--- src/rtl/unidade_acesso_memoria_pkg.sv ---
// Shared widths and FSM state encoding for the nRisc data-memory access unit.
package unidade_acesso_memoria_pkg;

  localparam int unsigned LARGURA_DADO = 8;
  localparam int unsigned LARGURA_END  = 8;
  localparam int unsigned LARGURA_QTD  = 4;

  typedef enum logic [2:0] {
    OCIOSO      = 3'd0,
    ESPERA_DADO = 3'd1,
    ESCRITA     = 3'd2,
    LEITURA     = 3'd3,
    ENTREGA     = 3'd4
  } estado_e;

endpackage

--- src/rtl/unidade_acesso_memoria_if.sv ---
// Request, store/load streams and memory bus of the access unit.
// master = the access unit itself; slave = core plus memory around it.
interface unidade_acesso_memoria_if;
  import unidade_acesso_memoria_pkg::*;

  logic                    ReqValido;
  logic                    ReqPronto;
  logic                    ReqEscrita;
  logic [LARGURA_END-1:0]  ReqEndereco;
  logic [LARGURA_QTD-1:0]  ReqQuantidade;
  logic                    DadoEscValido;
  logic                    DadoEscPronto;
  logic [LARGURA_DADO-1:0] DadoEsc;
  logic                    DadoLidoValido;
  logic                    DadoLidoPronto;
  logic [LARGURA_DADO-1:0] DadoLido;
  logic [LARGURA_END-1:0]  Endereco;
  logic [LARGURA_DADO-1:0] DadoEscritoMem;
  logic                    EscMem;
  logic                    LerMem;
  logic [LARGURA_DADO-1:0] DadoLidoMem;
  logic                    Ocupado;
  logic                    Concluido;

  modport master (
    input  ReqValido, ReqEscrita, ReqEndereco, ReqQuantidade,
    input  DadoEscValido, DadoEsc, DadoLidoPronto, DadoLidoMem,
    output ReqPronto, DadoEscPronto, DadoLidoValido, DadoLido,
    output Endereco, DadoEscritoMem, EscMem, LerMem, Ocupado, Concluido
  );

  modport slave (
    output ReqValido, ReqEscrita, ReqEndereco, ReqQuantidade,
    output DadoEscValido, DadoEsc, DadoLidoPronto, DadoLidoMem,
    input  ReqPronto, DadoEscPronto, DadoLidoValido, DadoLido,
    input  Endereco, DadoEscritoMem, EscMem, LerMem, Ocupado, Concluido
  );

endinterface

--- src/rtl/unidade_acesso_memoria_contador_rajada.sv ---
// Burst bookkeeping: wrapping address incrementer and beats-remaining counter.
module unidade_acesso_memoria_contador_rajada
  import unidade_acesso_memoria_pkg::*;
(
  input  logic                   Clock,
  input  logic                   Reset,
  input  logic                   carregar,
  input  logic                   avancar,
  input  logic [LARGURA_END-1:0] end_inicial,
  input  logic [LARGURA_QTD-1:0] qtd_inicial,
  output logic [LARGURA_END-1:0] end_atual,
  output logic [LARGURA_END-1:0] end_prox,
  output logic                   ultimo
);

  logic [LARGURA_END-1:0] end_q;
  logic [LARGURA_QTD-1:0] restante_q;

  always_ff @(posedge Clock or negedge Reset) begin
    if (!Reset) begin
      end_q      <= '0;
      restante_q <= '0;
    end else if (carregar) begin
      end_q      <= end_inicial;
      restante_q <= qtd_inicial;
    end else if (avancar) begin
      end_q      <= end_prox;
      restante_q <= restante_q - 1'b1;
    end
  end

  // Natural overflow gives the modulo-256 wrap.
  assign end_prox  = end_q + 1'b1;
  assign end_atual = end_q;
  assign ultimo    = (restante_q == '0);

endmodule

--- src/rtl/unidade_acesso_memoria.sv ---
// Initiator side of the data-memory interface: single/burst loads and stores
// with valid/ready streams towards the core and registered memory cycles.
module unidade_acesso_memoria
  import unidade_acesso_memoria_pkg::*;
(
  input logic                      Clock,
  input logic                      Reset,
  unidade_acesso_memoria_if.master barramento
);

  estado_e                 estado;
  logic [LARGURA_END-1:0]  endereco_mem;
  logic [LARGURA_DADO-1:0] dado_esc_mem;
  logic [LARGURA_DADO-1:0] dado_lido;
  logic                    esc_mem;
  logic                    ler_mem;
  logic                    concluido;

  logic                    carregar;
  logic                    avancar;
  logic                    ultimo;
  logic [LARGURA_END-1:0]  end_atual;
  logic [LARGURA_END-1:0]  end_prox;

  assign carregar = (estado == OCIOSO) && barramento.ReqValido;
  assign avancar  = !ultimo && ((estado == ESCRITA) ||
                                ((estado == ENTREGA) && barramento.DadoLidoPronto));

  unidade_acesso_memoria_contador_rajada u_contador (
    .Clock       (Clock),
    .Reset       (Reset),
    .carregar    (carregar),
    .avancar     (avancar),
    .end_inicial (barramento.ReqEndereco),
    .qtd_inicial (barramento.ReqQuantidade),
    .end_atual   (end_atual),
    .end_prox    (end_prox),
    .ultimo      (ultimo)
  );

  always_ff @(posedge Clock or negedge Reset) begin
    if (!Reset) begin
      estado       <= OCIOSO;
      endereco_mem <= '0;
      dado_esc_mem <= '0;
      dado_lido    <= '0;
      esc_mem      <= 1'b0;
      ler_mem      <= 1'b0;
      concluido    <= 1'b0;
    end else begin
      concluido <= 1'b0;
      unique case (estado)
        OCIOSO: begin
          if (barramento.ReqValido) begin
            if (barramento.ReqEscrita) begin
              estado <= ESPERA_DADO;
            end else begin
              // Counter is loaded this same edge, so take the address from the request.
              estado       <= LEITURA;
              endereco_mem <= barramento.ReqEndereco;
              ler_mem      <= 1'b1;
            end
          end
        end
        ESPERA_DADO: begin
          if (barramento.DadoEscValido) begin
            estado       <= ESCRITA;
            endereco_mem <= end_atual;
            dado_esc_mem <= barramento.DadoEsc;
            esc_mem      <= 1'b1;
          end
        end
        ESCRITA: begin
          esc_mem <= 1'b0;
          if (ultimo) begin
            estado    <= OCIOSO;
            concluido <= 1'b1;
          end else begin
            estado <= ESPERA_DADO;
          end
        end
        LEITURA: begin
          ler_mem   <= 1'b0;
          dado_lido <= barramento.DadoLidoMem;
          estado    <= ENTREGA;
        end
        ENTREGA: begin
          if (barramento.DadoLidoPronto) begin
            if (ultimo) begin
              estado    <= OCIOSO;
              concluido <= 1'b1;
            end else begin
              estado       <= LEITURA;
              endereco_mem <= end_prox;
              ler_mem      <= 1'b1;
            end
          end
        end
        default: estado <= OCIOSO;
      endcase
    end
  end

  assign barramento.ReqPronto      = (estado == OCIOSO);
  assign barramento.Ocupado        = (estado != OCIOSO);
  assign barramento.DadoEscPronto  = (estado == ESPERA_DADO);
  assign barramento.DadoLidoValido = (estado == ENTREGA);
  assign barramento.DadoLido       = dado_lido;
  assign barramento.Endereco       = endereco_mem;
  assign barramento.DadoEscritoMem = dado_esc_mem;
  assign barramento.EscMem         = esc_mem;
  assign barramento.LerMem         = ler_mem;
  assign barramento.Concluido      = concluido;

endmodule

--- src/flat_wrapper.sv ---
// flat-port wrapper written by rule: the top's interface ports become plain ports
module unidade_acesso_memoria_flat import unidade_acesso_memoria_pkg::*;
  (Clock, Reset, barramento_ReqValido, barramento_ReqEscrita, barramento_ReqEndereco, barramento_ReqQuantidade, barramento_DadoEscValido, barramento_DadoEsc, barramento_DadoLidoPronto, barramento_DadoLidoMem, barramento_ReqPronto, barramento_DadoEscPronto, barramento_DadoLidoValido, barramento_DadoLido, barramento_Endereco, barramento_DadoEscritoMem, barramento_EscMem, barramento_LerMem, barramento_Ocupado, barramento_Concluido);
  unidade_acesso_memoria_if barramento_i ();
  input logic Clock;
  input logic Reset;
  input wire logic [$bits(barramento_i.ReqValido)-1:0] barramento_ReqValido;
  input wire logic [$bits(barramento_i.ReqEscrita)-1:0] barramento_ReqEscrita;
  input wire logic [$bits(barramento_i.ReqEndereco)-1:0] barramento_ReqEndereco;
  input wire logic [$bits(barramento_i.ReqQuantidade)-1:0] barramento_ReqQuantidade;
  input wire logic [$bits(barramento_i.DadoEscValido)-1:0] barramento_DadoEscValido;
  input wire logic [$bits(barramento_i.DadoEsc)-1:0] barramento_DadoEsc;
  input wire logic [$bits(barramento_i.DadoLidoPronto)-1:0] barramento_DadoLidoPronto;
  input wire logic [$bits(barramento_i.DadoLidoMem)-1:0] barramento_DadoLidoMem;
  output wire logic [$bits(barramento_i.ReqPronto)-1:0] barramento_ReqPronto;
  output wire logic [$bits(barramento_i.DadoEscPronto)-1:0] barramento_DadoEscPronto;
  output wire logic [$bits(barramento_i.DadoLidoValido)-1:0] barramento_DadoLidoValido;
  output wire logic [$bits(barramento_i.DadoLido)-1:0] barramento_DadoLido;
  output wire logic [$bits(barramento_i.Endereco)-1:0] barramento_Endereco;
  output wire logic [$bits(barramento_i.DadoEscritoMem)-1:0] barramento_DadoEscritoMem;
  output wire logic [$bits(barramento_i.EscMem)-1:0] barramento_EscMem;
  output wire logic [$bits(barramento_i.LerMem)-1:0] barramento_LerMem;
  output wire logic [$bits(barramento_i.Ocupado)-1:0] barramento_Ocupado;
  output wire logic [$bits(barramento_i.Concluido)-1:0] barramento_Concluido;
  assign barramento_i.ReqValido = barramento_ReqValido;
  assign barramento_i.ReqEscrita = barramento_ReqEscrita;
  assign barramento_i.ReqEndereco = barramento_ReqEndereco;
  assign barramento_i.ReqQuantidade = barramento_ReqQuantidade;
  assign barramento_i.DadoEscValido = barramento_DadoEscValido;
  assign barramento_i.DadoEsc = barramento_DadoEsc;
  assign barramento_i.DadoLidoPronto = barramento_DadoLidoPronto;
  assign barramento_i.DadoLidoMem = barramento_DadoLidoMem;
  assign barramento_ReqPronto = barramento_i.ReqPronto;
  assign barramento_DadoEscPronto = barramento_i.DadoEscPronto;
  assign barramento_DadoLidoValido = barramento_i.DadoLidoValido;
  assign barramento_DadoLido = barramento_i.DadoLido;
  assign barramento_Endereco = barramento_i.Endereco;
  assign barramento_DadoEscritoMem = barramento_i.DadoEscritoMem;
  assign barramento_EscMem = barramento_i.EscMem;
  assign barramento_LerMem = barramento_i.LerMem;
  assign barramento_Ocupado = barramento_i.Ocupado;
  assign barramento_Concluido = barramento_i.Concluido;
  unidade_acesso_memoria u_core (.Clock(Clock), .Reset(Reset), .barramento(barramento_i));
endmodule
--- config.mk ---
export PLATFORM = sky130hd
export DESIGN_NAME = unidade_acesso_memoria_flat
export DESIGN_NICKNAME = d
export VERILOG_FILES = /design/src/rtl/unidade_acesso_memoria_pkg.sv /design/src/rtl/unidade_acesso_memoria_if.sv /design/src/rtl/unidade_acesso_memoria_contador_rajada.sv /design/src/rtl/unidade_acesso_memoria.sv /design/src/flat_wrapper.sv
export SDC_FILE = /design/constraint.sdc
export NUM_CORES = 1
export LEC_CHECK = 0
export ABC_CLOCK_PERIOD_IN_PS = 2210
export CAP_MARGIN = 20
export CORE_MARGIN = 10
export CORE_UTILIZATION = 44
export CTS_BUF_LIST = sky130_fd_sc_hd__clkbuf_4 sky130_fd_sc_hd__clkbuf_8
export CTS_CLUSTER_DIAMETER = 200
export DETAILED_ROUTE_END_ITERATION = 7
export PLACE_DENSITY = 0.77
export SYNTH_ARGS = -nofsm -noshare
export SYNTH_HDL_FRONTEND = slang
export SYNTH_SLANG_ARGS = --single-unit
--- constraint.sdc ---
create_clock -name Clock -period 2.21 [get_ports Clock]
set_clock_uncertainty 0.15 [all_clocks]
set_input_delay 0.221 -clock Clock [delete_from_list [all_inputs] [get_ports Clock]]
set_output_delay 0.221 -clock Clock [all_outputs]
set_load 0.01 [all_outputs]
==> run metrics <==
num rows=25; CP top delay family=compound AO/OA/AOI/OAI gates; CP bufs+invs=0; Final nets=326; die area=8240 µm²; die width=90.8 µm; Routed Antenna Nets=0; vias per inst=5.47; Min Hold Slack=351 ps; Post-Route WL=6.06 mm; CP Capture Type=flop; total number of vias=1953; max incr delay on CP=500 ps; Hold Crit Depth=1; pwr/cell area=1470 nW/µm²; Mapped Nets=244; Post-synth EDFFs=0; layout cells sized above 1=22.8%; total gr overflow=0; reg-to-reg slack, setup=100 ps; Yosys cell types=51; TNS Setup=0 ps; CTS clk-pin slew, worst paths=80 ps; n_diodes=0; RR Startpoint=u_core.estado[2]; WP data arrival=2140 ps; Clock Sinks=42; Pre-Repair DR Iteration Count=4; Clock Root Buffer=clkbuf_8; critical path class=flop to flop; I/O Buffers=64; crit-path max FO=11; CP startpoint=u_core.estado[2]; Pins Over Slew Limit=0; core area=4790 µm²; Period minus WS final=2110 ps; Ports=65; initial antenna violation count=0; Starting Density=46.1%; Num CTS Buffers=5; number of global-route vias before repair=2039; post-synthesis async set-or-reset flop share=100%; post-synthesis sequential area ratio=47.7%; CP Data Required Time=2240 ps; Hold Path Class=flop to flop; unrepaired setup endpoints after global routing=false; Max-Slew Margin vs Limit=64.4%; Synth top area share=47.7%; Longest Clk Path Bufs=2; cell taking the most area after synthesis=dfrtp_1; total global-route track usage=14.6%; Die Height=90.8 µm; top cells by count, synth=42 x dfrtp_1, 23 x mux2_2, 14 x nand2_1, 12 x nor2_1; Mapped Cells=208; FF-to-FF path depth=4; top-count cell post-synth=dfrtp_1; top cells by area, synth=dfrtp_1 48%, mux2_2 12%, nand2_1 2.4%; first-pass GRT wire length=10.2 mm; Worst Tran Pin Value=534 ps; Leakage=1.32 nW; FF-to-FF End=u_core.barramento.Endereco[4]; final setup fails=0; Peak supply drop=846 µV; maxcap violations=0; Synth Flop Type=dfrtp_1; Critical Path End=u_core.barramento.Endereco[4]; GPL Wtd Cong=0.837; DRC Markers=0; status=finished, final reports clean; H-tree lvl count=2; final core occ=66.3%; yosys warns=0; Area Overhead vs Synth=43.9%; detailed placement HPWL=4.32 mm; final hold violations=0; Detailed Route Iter0 Violations=162; Final Cycle Share=95.3%; Mapped Area=2200 µm²; Max Clock Freq=475 MHz; Clk Latency, worst-skew pair=290 ps; Power Total=4.67 mW; CTS tree=yes; flops & latches, synth=42; largest net degree at the start of global routing=43; CP max stage cell=dfrtp_2; Worst path depth=4; crit path cell chain=nor4b_1, a41oi_2, a21oi_4, mux2_2; drt wl/cell=17.0 µm; crit start category=flop; average size of a mapped cell=10.6 µm²
-- layout make-up --
| type | instances | area (µm²) |
|---|---|---|
| clock inverter | 1 | 30.0 |
| tap | 67 | 83.8 |
| sequential | 42 | 1050 |
| fill | 388 | 1610 |
| inverter | 12 | 46.3 |
| timing repair buffer | 84 | 786 |
| clock buffer | 6 | 82.6 |
| multi-input combinational | 145 | 1090 |
-- placed cells by master (no fill, tap or decap), types with 3 or more instances in the layout --
master           netlist  final
a221o_1                3      3
clkdlybuf4s50_1        0     61
dfrtp_2                0      3
and2_1                 3      3
clkbuf_8               0      6
buf_4                  0     19
nor2_1                12     11
a21o_1                 3      3
o22ai_1                4      4
mux2i_1                4      4
o21ai_0                8      8
mux2_2                23     23
dfrtp_1               42     39
nand2_1               14     14
o211ai_1               6      6
a21oi_1                6      6
nor3_1                 9      8
inv_1                 10     10
nand3_1               10     10
-- repair_timing --
| action | in CTS | in global routing |
|---|---|---|
| gates resized for setup | 7 | 4 |
| hold endpoints to repair | 42 | 0 |
| setup endpoints to repair | 8 | 10 |
| pin swaps | 0 | 2 |
| hold buffers | 1 | 0 |
| setup buffers | 3 | 0 |
-- cells by family (layout without fill, tap and decap cells) --
kind of cell / after synthesis / in the layout / synth area share, %
XOR/XNOR: 1 / 1 / 0.397
flip-flops: 42 / 42 / 47.7
multiplexers: 28 / 28 / 14.1
AND/OR/NAND/NOR: 67 / 67 / 17.0
AO/OA/AOI/OAI: 47 / 47 / 15.5
adder cells (fa/ha/maj): 2 / 2 / 1.13
buffers and inverters: 21 / 103 / 4.26
-- routing by layer --
layer | track usage (%) | up-vias | wire length [µm]
li1 | - | 932 | -
met1 | 17.2 | 939 | 2550
met2 | 23.8 | 75 | 2820
met3 | 7.48 | 7 | 626
met4 | 2.22 | 0 | 61
met5 | 0 | - | 0
-- power breakdown --
part / total, mW / leakage [nW] / internal, mW / switching (mW)
combinational: 2.54 / 0.771 / 1.39 / 1.14
sequential: 1.50 / 0.494 / 1.16 / 0.343
clock: 0.625 / 0.0573 / 0.362 / 0.264
total: 4.67 / 1.32 / 2.92 / 1.75
-- sequential cells by signal (all words and copies together) (netlist names) --
signal	flops
u_core.u_contador.restante_q	4
u_core.barramento.LerMem	1
u_core.barramento.Concluido	1
u_core.barramento.Endereco	8
u_core.u_contador.end_atual	8
u_core.barramento.DadoEscritoMem	8
u_core.estado	3
u_core.barramento.EscMem	1
u_core.barramento.DadoLido	8
-- how the worst min path moves through the flow --
stage	startpoint	end
after floorplan	Reset	u_core.barramento.Concluido
after global placement	Reset	u_core.barramento.DadoLido[6]
after detailed placement	Reset	u_core.barramento.DadoLido[6]
after CTS	u_core.barramento.Endereco[7]	u_core.barramento.Endereco[7]
after global routing	u_core.barramento.Endereco[7]	u_core.barramento.Endereco[7]
final	u_core.barramento.Endereco[7]	u_core.barramento.Endereco[7]
-- through the flow --
stage	setup WS (ps)	cell area [µm²]	std cells
floorplan	113	2200	208
global placement	-18.4	3000	346
finish	103	3170	357
detailed placement	-59.3	3000	346
global route	11.2	3170	357
CTS	28.2	3160	357
(Power assumes the default switching activity.)
